[src/rtl/exe_mul_seq_pkg.sv]
// Shared constants, command encoding and FSM state type for the sequential
// shift-and-add multiplier that sits in the EXE stage.
package exe_mul_seq_pkg;

    localparam int DEF_WORD_LEN    = 32;
    localparam int DEF_CNT_LEN     = 5;
    localparam int EXE_CMD_LEN     = 4;

    localparam logic [EXE_CMD_LEN-1:0] EXE_MUL = 4'd12;

    typedef enum logic [1:0] {
        MUL_IDLE = 2'd0,
        MUL_BUSY = 2'd1,
        MUL_DONE = 2'd2
    } mul_state_e;

    function automatic logic is_mul(input logic [EXE_CMD_LEN-1:0] cmd);
        return cmd == EXE_MUL;
    endfunction

endpackage

[src/rtl/exe_mul_seq_if.sv]
// EXE-stage bus between the pipeline (master) and the multiplier (slave).
interface exe_mul_seq_if import exe_mul_seq_pkg::*; #(
    parameter int WORD_LEN = DEF_WORD_LEN
) ();

    logic [EXE_CMD_LEN-1:0] EXE_CMD;
    logic [WORD_LEN-1:0]    val1;
    logic [WORD_LEN-1:0]    val2;
    logic [WORD_LEN-1:0]    alu_res_in;
    logic                   exe_stall;
    logic                   mul_valid;
    logic [WORD_LEN-1:0]    result_out;

    modport master (
        output EXE_CMD, val1, val2, alu_res_in,
        input  exe_stall, mul_valid, result_out
    );

    modport slave (
        input  EXE_CMD, val1, val2, alu_res_in,
        output exe_stall, mul_valid, result_out
    );

endinterface

[src/rtl/exe_mul_seq_datapath.sv]
// Shift-and-add datapath: product accumulator, shifting multiplicand and
// multiplier, iteration counter. Sequencing comes from exe_mul_seq.
module exe_mul_datapath #(
    parameter int WORD_LEN = 32,
    parameter int CNT_LEN  = 5
) (
    input  logic                clk,
    input  logic                rst,
    input  logic                load,
    input  logic                step,
    input  logic [WORD_LEN-1:0] mcand_in,
    input  logic [WORD_LEN-1:0] mplr_in,
    output logic [WORD_LEN-1:0] prod,
    output logic                last_iter
);

    logic [WORD_LEN-1:0] prod_q,  prod_d;
    logic [WORD_LEN-1:0] mcand_q, mcand_d;
    logic [WORD_LEN-1:0] mplr_q,  mplr_d;
    logic [CNT_LEN-1:0]  cnt_q,   cnt_d;
    logic [WORD_LEN-1:0] addend;
    logic [WORD_LEN-1:0] mplr_shift;

    // Partial product: the multiplicand gated by the current multiplier LSB.
    for (genvar gi = 0; gi < WORD_LEN; gi++) begin : g_addend
        assign addend[gi] = mcand_q[gi] & mplr_q[0];
    end

    assign mplr_shift = mplr_q >> 1;
    assign last_iter  = (mplr_shift == '0) || (cnt_q == CNT_LEN'(WORD_LEN - 1));
    assign prod       = prod_q;

    always_comb begin
        prod_d  = prod_q;
        mcand_d = mcand_q;
        mplr_d  = mplr_q;
        cnt_d   = cnt_q;
        if (load) begin
            prod_d  = '0;
            mcand_d = mcand_in;
            mplr_d  = mplr_in;
            cnt_d   = '0;
        end else if (step) begin
            prod_d  = prod_q + addend;
            mcand_d = mcand_q << 1;
            mplr_d  = mplr_shift;
            cnt_d   = cnt_q + CNT_LEN'(1);
        end
    end

    always_ff @(posedge clk) begin
        if (rst) begin
            prod_q  <= '0;
            mcand_q <= '0;
            mplr_q  <= '0;
            cnt_q   <= '0;
        end else begin
            prod_q  <= prod_d;
            mcand_q <= mcand_d;
            mplr_q  <= mplr_d;
            cnt_q   <= cnt_d;
        end
    end

endmodule

[src/rtl/exe_mul_seq.sv]
// EXE-stage sequential multiplier: IDLE/BUSY/DONE control, pipeline stall
// generation and result muxing between the ALU result and the product.
module exe_mul_seq import exe_mul_seq_pkg::*; #(
    parameter int WORD_LEN = DEF_WORD_LEN,
    parameter int CNT_LEN  = DEF_CNT_LEN
) (
    input  logic          clk,
    input  logic          rst,
    exe_mul_seq_if.slave  bus
);

    mul_state_e          state_q, state_d;
    logic                accept;
    logic                step;
    logic                last_iter;
    logic [WORD_LEN-1:0] prod;
    logic                exe_stall;
    logic                mul_valid;
    logic [WORD_LEN-1:0] result_out;

    // Operands are captured only here; later changes on val1/val2 are ignored.
    assign accept = (state_q == MUL_IDLE) && is_mul(bus.EXE_CMD) && !rst;
    assign step   = (state_q == MUL_BUSY);

    exe_mul_datapath #(
        .WORD_LEN (WORD_LEN),
        .CNT_LEN  (CNT_LEN)
    ) u_datapath (
        .clk       (clk),
        .rst       (rst),
        .load      (accept),
        .step      (step),
        .mcand_in  (bus.val1),
        .mplr_in   (bus.val2),
        .prod      (prod),
        .last_iter (last_iter)
    );

    always_comb begin
        state_d = state_q;
        case (state_q)
            MUL_IDLE: begin
                if (accept) begin
                    state_d = (bus.val2 == '0) ? MUL_DONE : MUL_BUSY;
                end
            end
            MUL_BUSY: begin
                if (last_iter) begin
                    state_d = MUL_DONE;
                end
            end
            // A MUL still held on EXE_CMD during DONE is not re-accepted.
            MUL_DONE: state_d = MUL_IDLE;
            default:  state_d = MUL_IDLE;
        endcase
    end

    always_ff @(posedge clk) begin
        if (rst) begin
            state_q <= MUL_IDLE;
        end else begin
            state_q <= state_d;
        end
    end

    always_comb begin
        exe_stall  = 1'b0;
        mul_valid  = 1'b0;
        result_out = bus.alu_res_in;
        if (!rst) begin
            case (state_q)
                MUL_IDLE: exe_stall = accept;
                MUL_BUSY: exe_stall = 1'b1;
                MUL_DONE: begin
                    mul_valid  = 1'b1;
                    result_out = prod;
                end
                default: ;
            endcase
        end
    end

    assign bus.exe_stall  = exe_stall;
    assign bus.mul_valid  = mul_valid;
    assign bus.result_out = result_out;

endmodule

[src/flat_wrapper.sv]
// flat-port wrapper written by rule: the top's interface ports become plain ports
module exe_mul_seq_flat import exe_mul_seq_pkg::*;
#(
    parameter int WORD_LEN = DEF_WORD_LEN,
    parameter int CNT_LEN  = DEF_CNT_LEN
)
  (clk, rst, bus_EXE_CMD, bus_val1, bus_val2, bus_alu_res_in, bus_exe_stall, bus_mul_valid, bus_result_out);
  exe_mul_seq_if #(.WORD_LEN(WORD_LEN)) bus_i ();
  input  logic clk;
  input  logic rst;
  input wire logic [$bits(bus_i.EXE_CMD)-1:0] bus_EXE_CMD;
  input wire logic [$bits(bus_i.val1)-1:0] bus_val1;
  input wire logic [$bits(bus_i.val2)-1:0] bus_val2;
  input wire logic [$bits(bus_i.alu_res_in)-1:0] bus_alu_res_in;
  output wire logic [$bits(bus_i.exe_stall)-1:0] bus_exe_stall;
  output wire logic [$bits(bus_i.mul_valid)-1:0] bus_mul_valid;
  output wire logic [$bits(bus_i.result_out)-1:0] bus_result_out;
  assign bus_i.EXE_CMD = bus_EXE_CMD;
  assign bus_i.val1 = bus_val1;
  assign bus_i.val2 = bus_val2;
  assign bus_i.alu_res_in = bus_alu_res_in;
  assign bus_exe_stall = bus_i.exe_stall;
  assign bus_mul_valid = bus_i.mul_valid;
  assign bus_result_out = bus_i.result_out;
  exe_mul_seq #(.WORD_LEN(WORD_LEN), .CNT_LEN(CNT_LEN)) u_core (.clk(clk), .rst(rst), .bus(bus_i));
endmodule
[config.mk]
export PLATFORM = sky130hd
export DESIGN_NAME = exe_mul_seq_flat
export DESIGN_NICKNAME = d
export VERILOG_FILES = /design/src/rtl/exe_mul_seq_pkg.sv /design/src/rtl/exe_mul_seq_if.sv /design/src/rtl/exe_mul_seq_datapath.sv /design/src/rtl/exe_mul_seq.sv /design/src/flat_wrapper.sv
export SDC_FILE = /design/constraint.sdc
export NUM_CORES = 1
export LEC_CHECK = 0
export CORE_UTILIZATION = 30
export CTS_CLUSTER_SIZE = 14
export DETAILED_ROUTE_END_ITERATION = 7
export GPL_TIMING_DRIVEN = 1
export SKIP_CTS_REPAIR_TIMING = 1
export SLEW_MARGIN = 30
export SYNTH_ARGS = -nofsm -noshare
export SYNTH_HDL_FRONTEND = slang
export SYNTH_SLANG_ARGS = --single-unit
export TNS_END_PERCENT = 30
[constraint.sdc]
create_clock -name clk -period 2.66 [get_ports clk]
set_input_delay 0.532 -clock clk [delete_from_list [all_inputs] [get_ports clk]]
set_output_delay 0.532 -clock clk [all_outputs]
set_load 0.05 [all_outputs]
==> results_dict.tcl, run 1 <==
set metrics [dict create \
    vias 6522 \
    ioPinCount 136 \
    dr.pass1.iters 6 \
    die_x_um 149.1 \
    syn_nets 969 \
    synth-seq-cells 103 \
    die_h_um 149.1 \
    grt_usage_pct 17.34 \
    busiest_layer "met2" \
    cts.htree.levels 3 \
    met2_usage_pct 27.12 \
    die-area_mm2 0.02224 \
    finalCritPeriodShare_pct 94.83 \
    outcome "complete, no violations" \
    synthArstFlopShare_pct 0 \
    hold_depth 2 \
    swShare_pct 25.60 \
    synth_ff_type "dfxtp_1" \
    cp_max_fo 11 \
    route.detailed.drc 0 \
    cts_buffers 9 \
    area_growth_pct 34.95 \
    cts.sinks 103 \
    grt_max_degree 71 \
    core_mm2 0.02115 \
    clockPowerShare_pct 40.9 \
    fin_skew_ps 6.944 \
    setup_viol 0 \
    ys_types 58 \
    antenna_found_initial 1 \
    cp.arrival_ps 2770 \
    drive_above_1_share_pct 17.13 \
    diodes 0 \
    clock_latency_ps 360 \
    p_comb_share_pct 14.5 \
    path_clk_slew_ps 70 \
    hold_viol 0 \
    yosys_warnings 0 \
    crit_type "reg -> reg" \
    p_int_mw 2.672 \
    slew_violations 0 \
    drt_wl_total_um 19200 \
    vias_per_cell 5.218 \
    routabilityCongestion 0.8693 \
    slew_headroom_pct 37.32 \
    synth_edf_count 0 \
    reg2regPathDepth 10 \
    root_buffer "clkbuf_16" \
    max-cap-violations 0 \
    start_kind "flop" \
    p_seq_share_pct 44.6 \
    fin_nets 1106 \
    worst_pin_slew_ps 936.7 \
    seq_area_frac_synth_pct 31.75 \
    critPathCaptureType "flop" \
    cts_tree "yes" \
    grt_pass1_wl_um 30780 \
    cellLeakagePower_nw 3.311 \
    rows 53 \
    period_minus_slack_ps 2522 \
    ant_nets 0 \
    first_iter_violations 408 \
    switchingPower_mw 0.9193 \
    grt_pass1_vias 6058 \
    synth.avg_cell_area_um2 7.796 \
    overflow 0 \
    power_density_mw_per_mm2 409.8 \
    fin_cells 1250 \
    dp.cells 1233 \
    wl_per_cell_um 15.36 \
    syn_inst 833 \
    grt.met1_usage_pct 24.10 \
    io_buffers 135 \
    cp_data_required_time_ps 2910 \
    ir_drop_v 0.0002998 \
    dp_hpwl_um 14230 \
    ctsLongestPathBuffers 2 \
    finalWorstSetupSlack_ps 137.6 \
    syn_area_mm2 0.006494 \
    post-place-ws_ps 39.21 \
    max_freq_mhz 396.5 \
    grt_util_met3_pct 3.670 \
    min_path_type "reg -> reg" \
    start_util_pct 30.70 \
]
==> metrics by stage <==
| step | utilization [%] | hold WS, ps | setup TNS (ps) | power [mW] | instance area (µm²) |
|---|---|---|---|---|---|
| after floorplan | - | 439.3 | 0 | 1.888 | 6499 |
| after global placement | 39.28 | 446.9 | 0 | 2.154 | 8309 |
| after detailed placement | 39.28 | 459.0 | 0 | 2.157 | 8309 |
| after CTS | 40.81 | 469.4 | 0 | 3.627 | 8633 |
| after global routing | 41.43 | 488.7 | -0.7447 | 3.726 | 8763 |
| final | 41.43 | 464.8 | 0 | 3.591 | 8763 |
==> Yosys cell counts (all sizes together), types with 18 or more instances <==
master,instances,area share [%]
nand2,162,9.4
dfxtp,103,32
a21oi,83,6.7
nor2,57,3.3
clkbuf,48,2.8
a311oi,33,4.5
ha,33,6.4
o21ai,33,2.5
and2,32,3.1
mux2,32,5.5
a22oi,30,3.5
nand3,23,1.8
nor4,18,1.7
==> layout make-up <==
cell class	instances	area, µm²
clock buffers	11	242.7
well taps	275	344.1
clock inverters	5	81.33
flip-flops and latches	103	2063
fillers	2125	12390
multi-input cells	663	4308
inverters	7	26.28
repair buffers	186	1698
==> layer usage <==
metal | routed length, µm | up-vias
li1 | - | 3297
met1 | 9301 | 3026
met2 | 8636 | 183
met3 | 1031 | 16
met4 | 233 | 0
met5 | 0 | -
==> cells by family after synthesis <==
kind of cell	after synthesis	share of synthesized area, %
flops	103	31.75
compound gates	234	24.89
buf+inv	67	4.104
simple gates	337	23.49
fa+ha+maj	34	6.667
xor+xnor	24	3.237
mux	34	5.857
==> worst max-delay path, stage by stage, from the launching register on <==
cell      delay, ps
dfxtp_2         340
buf_4           160
and2_1          180
ha_4            270
a21oi_4         150
o211ai_2        120
a211oi_4        350
o21a_4          230
o41ai_4          70
or3_1           320
a32o_1          220
==> placed cells by master, fill, tap and decap left out, types with 3 or more instances in the layout <==
| cell type | instances |
|---|---|
| nand2_1 | 162 |
| dfxtp_1 | 102 |
| clkdlybuf4s50_1 | 100 |
| buf_4 | 80 |
| a21oi_1 | 77 |
| nor2_1 | 57 |
| a311oi_1 | 33 |
| and2_1 | 32 |
| mux2_2 | 32 |
| a22oi_1 | 30 |
| ha_1 | 27 |
| o21ai_0 | 25 |
| nand3_1 | 20 |
| nor4_1 | 18 |
| nand4_1 | 17 |
| xnor2_1 | 16 |
| a21o_1 | 12 |
| o21bai_1 | 9 |
| clkbuf_16 | 9 |
| xor2_1 | 8 |
| o211ai_1 | 8 |
| nor3_1 | 7 |
| o21ai_1 | 7 |
| inv_1 | 7 |
| and3_1 | 6 |
| a21oi_2 | 5 |
| ha_2 | 4 |
| buf_12 | 4 |
| nand3_2 | 3 |
| nand2b_1 | 3 |
| or3_1 | 3 |
==> final timing paths <==
path                               start                    endpoint  slack (ps)
max          u_core.u_datapath.mplr_q[0]  u_core.u_datapath.prod[29]         140
min           u_core.u_datapath.cnt_q[4]  u_core.u_datapath.cnt_q[4]         460
max reg2reg  u_core.u_datapath.mplr_q[0]  u_core.u_datapath.prod[29]         140
min reg2reg   u_core.u_datapath.cnt_q[4]  u_core.u_datapath.cnt_q[4]         460
==> sequential cells by signal, indices dropped and copies added, names as in the netlist <==
register,flops
u_core.state_q,2
u_core.u_datapath.prod,32
u_core.u_datapath.mcand_q,32
u_core.u_datapath.mplr_q,32
u_core.u_datapath.cnt_q,5
==> power groups by stage <==
stage	clock network, mW	registers (mW)	logic [mW]
2_1_floorplan	0	1.63	0.261
5_1_grt	1.56	1.61	0.557
3_5_place_dp	0	1.64	0.519
4_1_cts	1.50	1.60	0.521
3_3_place_gp	0	1.64	0.516
6_report	1.47	1.60	0.520
No activity file was read; power rests on OpenSTA's default activity.
==> inputs of run 2 (changes only) <==
- clock period: 2.66 -> 2.9 ns (I/O delays scaled with it)
==> run 2 against run 1 <==
Compared with the run above:
- register-to-register slack better by 100 ps
- hold slack got worse by 0.55 ps
- routed wire length decreased by 2.9%
- clock skew grew 4.8 ps
- die area is the same
- utilization decreased by 1.8 points
- clock power fell by 16%
- global-route usage shrank 0.24 points
- critical endpoint is now bus_exe_stall
- largest cell class unchanged
- highest routed layer unchanged
==> results_dict.tcl, run 2 (same netlist as run 1, synthesis figures left out) <==
set metrics [dict create \
    p_comb_share_pct 14.9 \
    slew_headroom_pct 50.05 \
    diodes 0 \
    ir_drop_v 0.0002863 \
    first_iter_violations 326 \
    cts_buffers 9 \
    power_density_mw_per_mm2 378.9 \
    path_cells "clkdlybuf4s50_1 -> nor4_1 -> and3_1 -> nor2_1 -> nor3_2 -> buf_12" \
    swShare_pct 25.34 \
    antenna_found_initial 0 \
    min_path_type "reg -> reg" \
    crit_slowest_cell "clkdlybuf4s50_1" \
    dp_hpwl_um 13710 \
    wl_per_cell_um 15.34 \
    slew_violations 0 \
    die-area_mm2 0.02224 \
    rows 53 \
    grt_pass1_vias 5892 \
    grt_pass1_wl_um 30350 \
    p_int_mw 2.369 \
    max-cap-violations 0 \
    grt_max_degree 69 \
    vias 6354 \
    ioPinCount 136 \
    cts_tree "yes" \
    rsz0062_at_grt "false" \
    outcome "complete, no violations" \
    setup_tns_ps 0 \
    cellLeakagePower_nw 3.138 \
    switchingPower_mw 0.8041 \
    grt_usage_pct 17.09 \
    routabilityCongestion 0.8627 \
    overflow 0 \
    die_x_um 149.1 \
    worst_pin_slew_ps 746.4 \
    area_growth_pct 28.98 \
    critPathCaptureType "output pin" \
    fin_nets 1074 \
    io_buffers 135 \
    drive_above_1_share_pct 12.13 \
    start_kind "primary input" \
    max_freq_mhz 374.4 \
    vias_per_cell 5.230 \
    fin_total_pwr_mw 3.173 \
    fin_cells 1215 \
    dp.cells 1202 \
    route.detailed.drc 0 \
    cp_max_fo 4 \
    dr.pass1.iters 5 \
    cts.htree.levels 3 \
    hp-start "u_core.u_datapath.cnt_q[4]" \
    p_seq_share_pct 46.3 \
    root_buffer "clkbuf_16" \
    cts.sinks 103 \
    cp_data_required_time_ps 2320 \
    crit_type "in -> out" \
    clock_latency_ps 360 \
    die_h_um 149.1 \
    r2r-start "u_core.u_datapath.mplr_q[0]" \
    hold_slack_ps 464.3 \
    setup_viol 0 \
    drt_wl_total_um 18640 \
    fin_skew_ps 11.76 \
    hold_viol 0 \
    ant_nets 0 \
    period_minus_slack_ps 2671 \
    finalCritPeriodShare_pct 92.11 \
    layout_commonest_cell "nand2_1" \
    startpoint "bus_EXE_CMD[1]" \
    max_stage_delay_ps 400 \
    cp.arrival_ps 2090 \
    start_util_pct 30.70 \
    most-common-layout-cells "nand2_1 (162), dfxtp_1 (103), clkdlybuf4s50_1 (100)" \
    path_clk_slew_ps 60 \
    ctsLongestPathBuffers 2 \
    core_mm2 0.02115 \
    clockPowerShare_pct 38.8 \
]
==> run 2: final cells by class <==
class | count | area, µm²
timing repair buffer | 154 | 1466
clock inverter | 1 | 30.03
tap | 275 | 344.1
sequential | 103 | 2062
clock buffer | 12 | 256.5
multi-input combinational | 663 | 4190
fill | 2182 | 12780
inverter | 7 | 26.28
==> run 2: layer usage <==
| layer | track usage, % | part of all wire [%] |
|---|---|---|
| met1 | 24.23 | 50 |
| met2 | 26.30 | 44 |
| met3 | 3.058 | 4.9 |
| met4 | 4.796 | 1.2 |
| met5 | 0 | 0 |
==> run 2: power by group through the flow <==
stage,registers (mW),clock network [mW],logic [mW]
final,1.47,1.23,0.472
after global routing,1.47,1.32,0.504
after CTS,1.47,1.26,0.473
after detailed placement,1.50,0,0.472
after global placement,1.50,0,0.470
after floorplan,1.49,0,0.239
==> run 2: per-stage QoR <==
stage | worst slack (ps) | area [µm²] | utilization (%)
2_1_floorplan | 159.8 | 6499 | -
3_3_place_gp | 246.9 | 8089 | 38.24
3_5_place_dp | 232.3 | 8089 | 38.24
4_1_cts | 217.2 | 8376 | 39.59
5_1_grt | 45.05 | 8376 | 39.59
6_report | 228.8 | 8376 | 39.59
==> run 2: final timing paths <==
| path | endpoint | slack, ps | cells past startpoint |
|---|---|---|---|
| worst max register to register | u_core.u_datapath.prod[28] | 240 | 10 |
| worst max-delay path | bus_exe_stall | 230 | 6 |
| worst min register to register | u_core.u_datapath.cnt_q[4] | 460 | 2 |
| worst min-delay path | u_core.u_datapath.cnt_q[4] | 460 | 2 |
==> run 2: critical path: cells and delay by family <==
| family | cells | cell delay [ps] |
|---|---|---|
| simple gates | 4 | 950 |
| buf+inv | 2 | 570 |
==> inputs of run 3 (changes only) <==
- CORE_MARGIN: default -> 1
- MAX_ROUTING_LAYER: default -> met4
==> run 3 against run 2 <==
Compared with the run above:
- via count hardly changed
- cell count stayed put
- total power is 0.24% higher
- sequential power hardly changed
- largest cell class unchanged
- count of clock-buffer cells in the layout stayed put
- worst setup slack worse by 6.9 ps
- non-clock buffer count stayed put
- utilization stayed put
- die area stayed put
==> results_dict.tcl, run 3 (same netlist as run 1, synthesis figures left out) <==
set metrics [dict create \
    die-area_mm2 0.02224 \
    drive_above_1_share_pct 12.13 \
    grt_pass1_vias 5897 \
    route.detailed.drc 0 \
    start_kind "primary input" \
    clock_latency_ps 360 \
    die_x_um 149.1 \
    multi_input_area_mm2 0.004190 \
    cts_buffers 9 \
    slew_headroom_pct 51.08 \
    dr.pass1.iters 5 \
    finalCritPeriodShare_pct 92.35 \
    cts_tree "yes" \
    max-cap-violations 0 \
    vias_per_cell 5.231 \
    overflow 0 \
    dp_hpwl_um 13710 \
    cts.htree.levels 3 \
    most-common-layout-cells "nand2_1 (162), dfxtp_1 (103), clkdlybuf4s50_1 (100)" \
    io_buffers 135 \
    cp_max_fo 4 \
    grt_usage_pct 17.57 \
    ctsLongestPathBuffers 2 \
    ant_nets 0 \
    dp.cells 1202 \
    critPathCaptureType "output pin" \
    area_growth_pct 28.98 \
    period_minus_slack_ps 2678 \
    setup_viol 0 \
    vias 6356 \
    min_path_type "reg -> reg" \
    seq_area_mm2 0.002062 \
    hold_slack_ps 461.9 \
    wl_per_cell_um 15.33 \
    grt_pass1_wl_um 30320 \
    hold_viol 0 \
    rows 53 \
    cts.sinks 103 \
    worst_pin_slew_ps 731.1 \
    fin_total_pwr_mw 3.181 \
    fin_nets 1074 \
    slew_violations 0 \
    max_freq_mhz 373.4 \
    diodes 0 \
    cp_data_required_time_ps 2320 \
    antenna_found_initial 0 \
    fin_cells 1215 \
    core_mm2 0.02115 \
    ioPinCount 136 \
    outcome "complete, no violations" \
    drt_wl_total_um 18630 \
    fillers 2182 \
    rsz0062_at_grt "false" \
    ir_drop_v 0.0002914 \
    fin_skew_ps 11.73 \
    routabilityCongestion 0.8766 \
    path_clk_slew_ps 60 \
    power_density_mw_per_mm2 379.8 \
    die_h_um 149.1 \
    setup_tns_ps 0 \
    crit_type "in -> out" \
    root_buffer "clkbuf_16" \
    cp.arrival_ps 2100 \
    first_iter_violations 358 \
    cellLeakagePower_nw 3.138 \
    grt_max_degree 69 \
    layout_commonest_cell "nand2_1" \
    start_util_pct 30.70 \
]
[run 3: cell counts in the layout (fill, tap and decap cells not counted)]
Identical to the previous run, type by type.
[run 3: worst paths after layout]
path                            cells after the start                    endpoint  slack, ps                   startpoint
worst max-delay path                                6               bus_exe_stall        220               bus_EXE_CMD[1]
worst max register to register                     10  u_core.u_datapath.prod[28]        220  u_core.u_datapath.mplr_q[0]
worst min-delay path                                2  u_core.u_datapath.cnt_q[4]        460   u_core.u_datapath.cnt_q[4]
worst min register to register                      2  u_core.u_datapath.cnt_q[4]        460   u_core.u_datapath.cnt_q[4]
[run 3: per-stage QoR]
step	cell area, µm²	setup WS, ps	util [%]
after global placement	8089	246.9	38.24
final	8376	221.9	39.59
after global routing	8376	43.60	39.59
after detailed placement	8089	232.3	38.24
after CTS	8376	217.2	39.59
after floorplan	6499	159.8	-
[run 3: layout make-up]
cell class | count | share of cell area [%]
inverter | 7 | 0.3137
clock inverter | 1 | 0.3585
clock buffer | 12 | 3.062
sequential | 103 | 24.62
timing repair buffer | 154 | 17.51
tap | 275 | 4.108
multi-input combinational | 663 | 50.03
[run 3: report_power, final]
group / internal (mW) / switching [mW]
Combinational: 0.222 / 0.250
Clock: 0.703 / 0.537
Sequential: 1.44 / 0.0251
[run 3: worst max-delay path: stages]
cell	delay [ps]
clkdlybuf4s50_1	390
nor4_1	360
and3_1	290
nor2_1	90
nor3_2	210
buf_12	170
[run 3: routing by layer]
| layer | vias up | wire [µm] | GRT usage, % |
|---|---|---|---|
| li1 | 3219 | - | - |
| met1 | 2949 | 9209 | 24.25 |
| met2 | 172 | 8184 | 26.35 |
| met3 | 16 | 1047 | 3.119 |
| met4 | 0 | 188 | 4.337 |
| met5 | - | 0 | - |
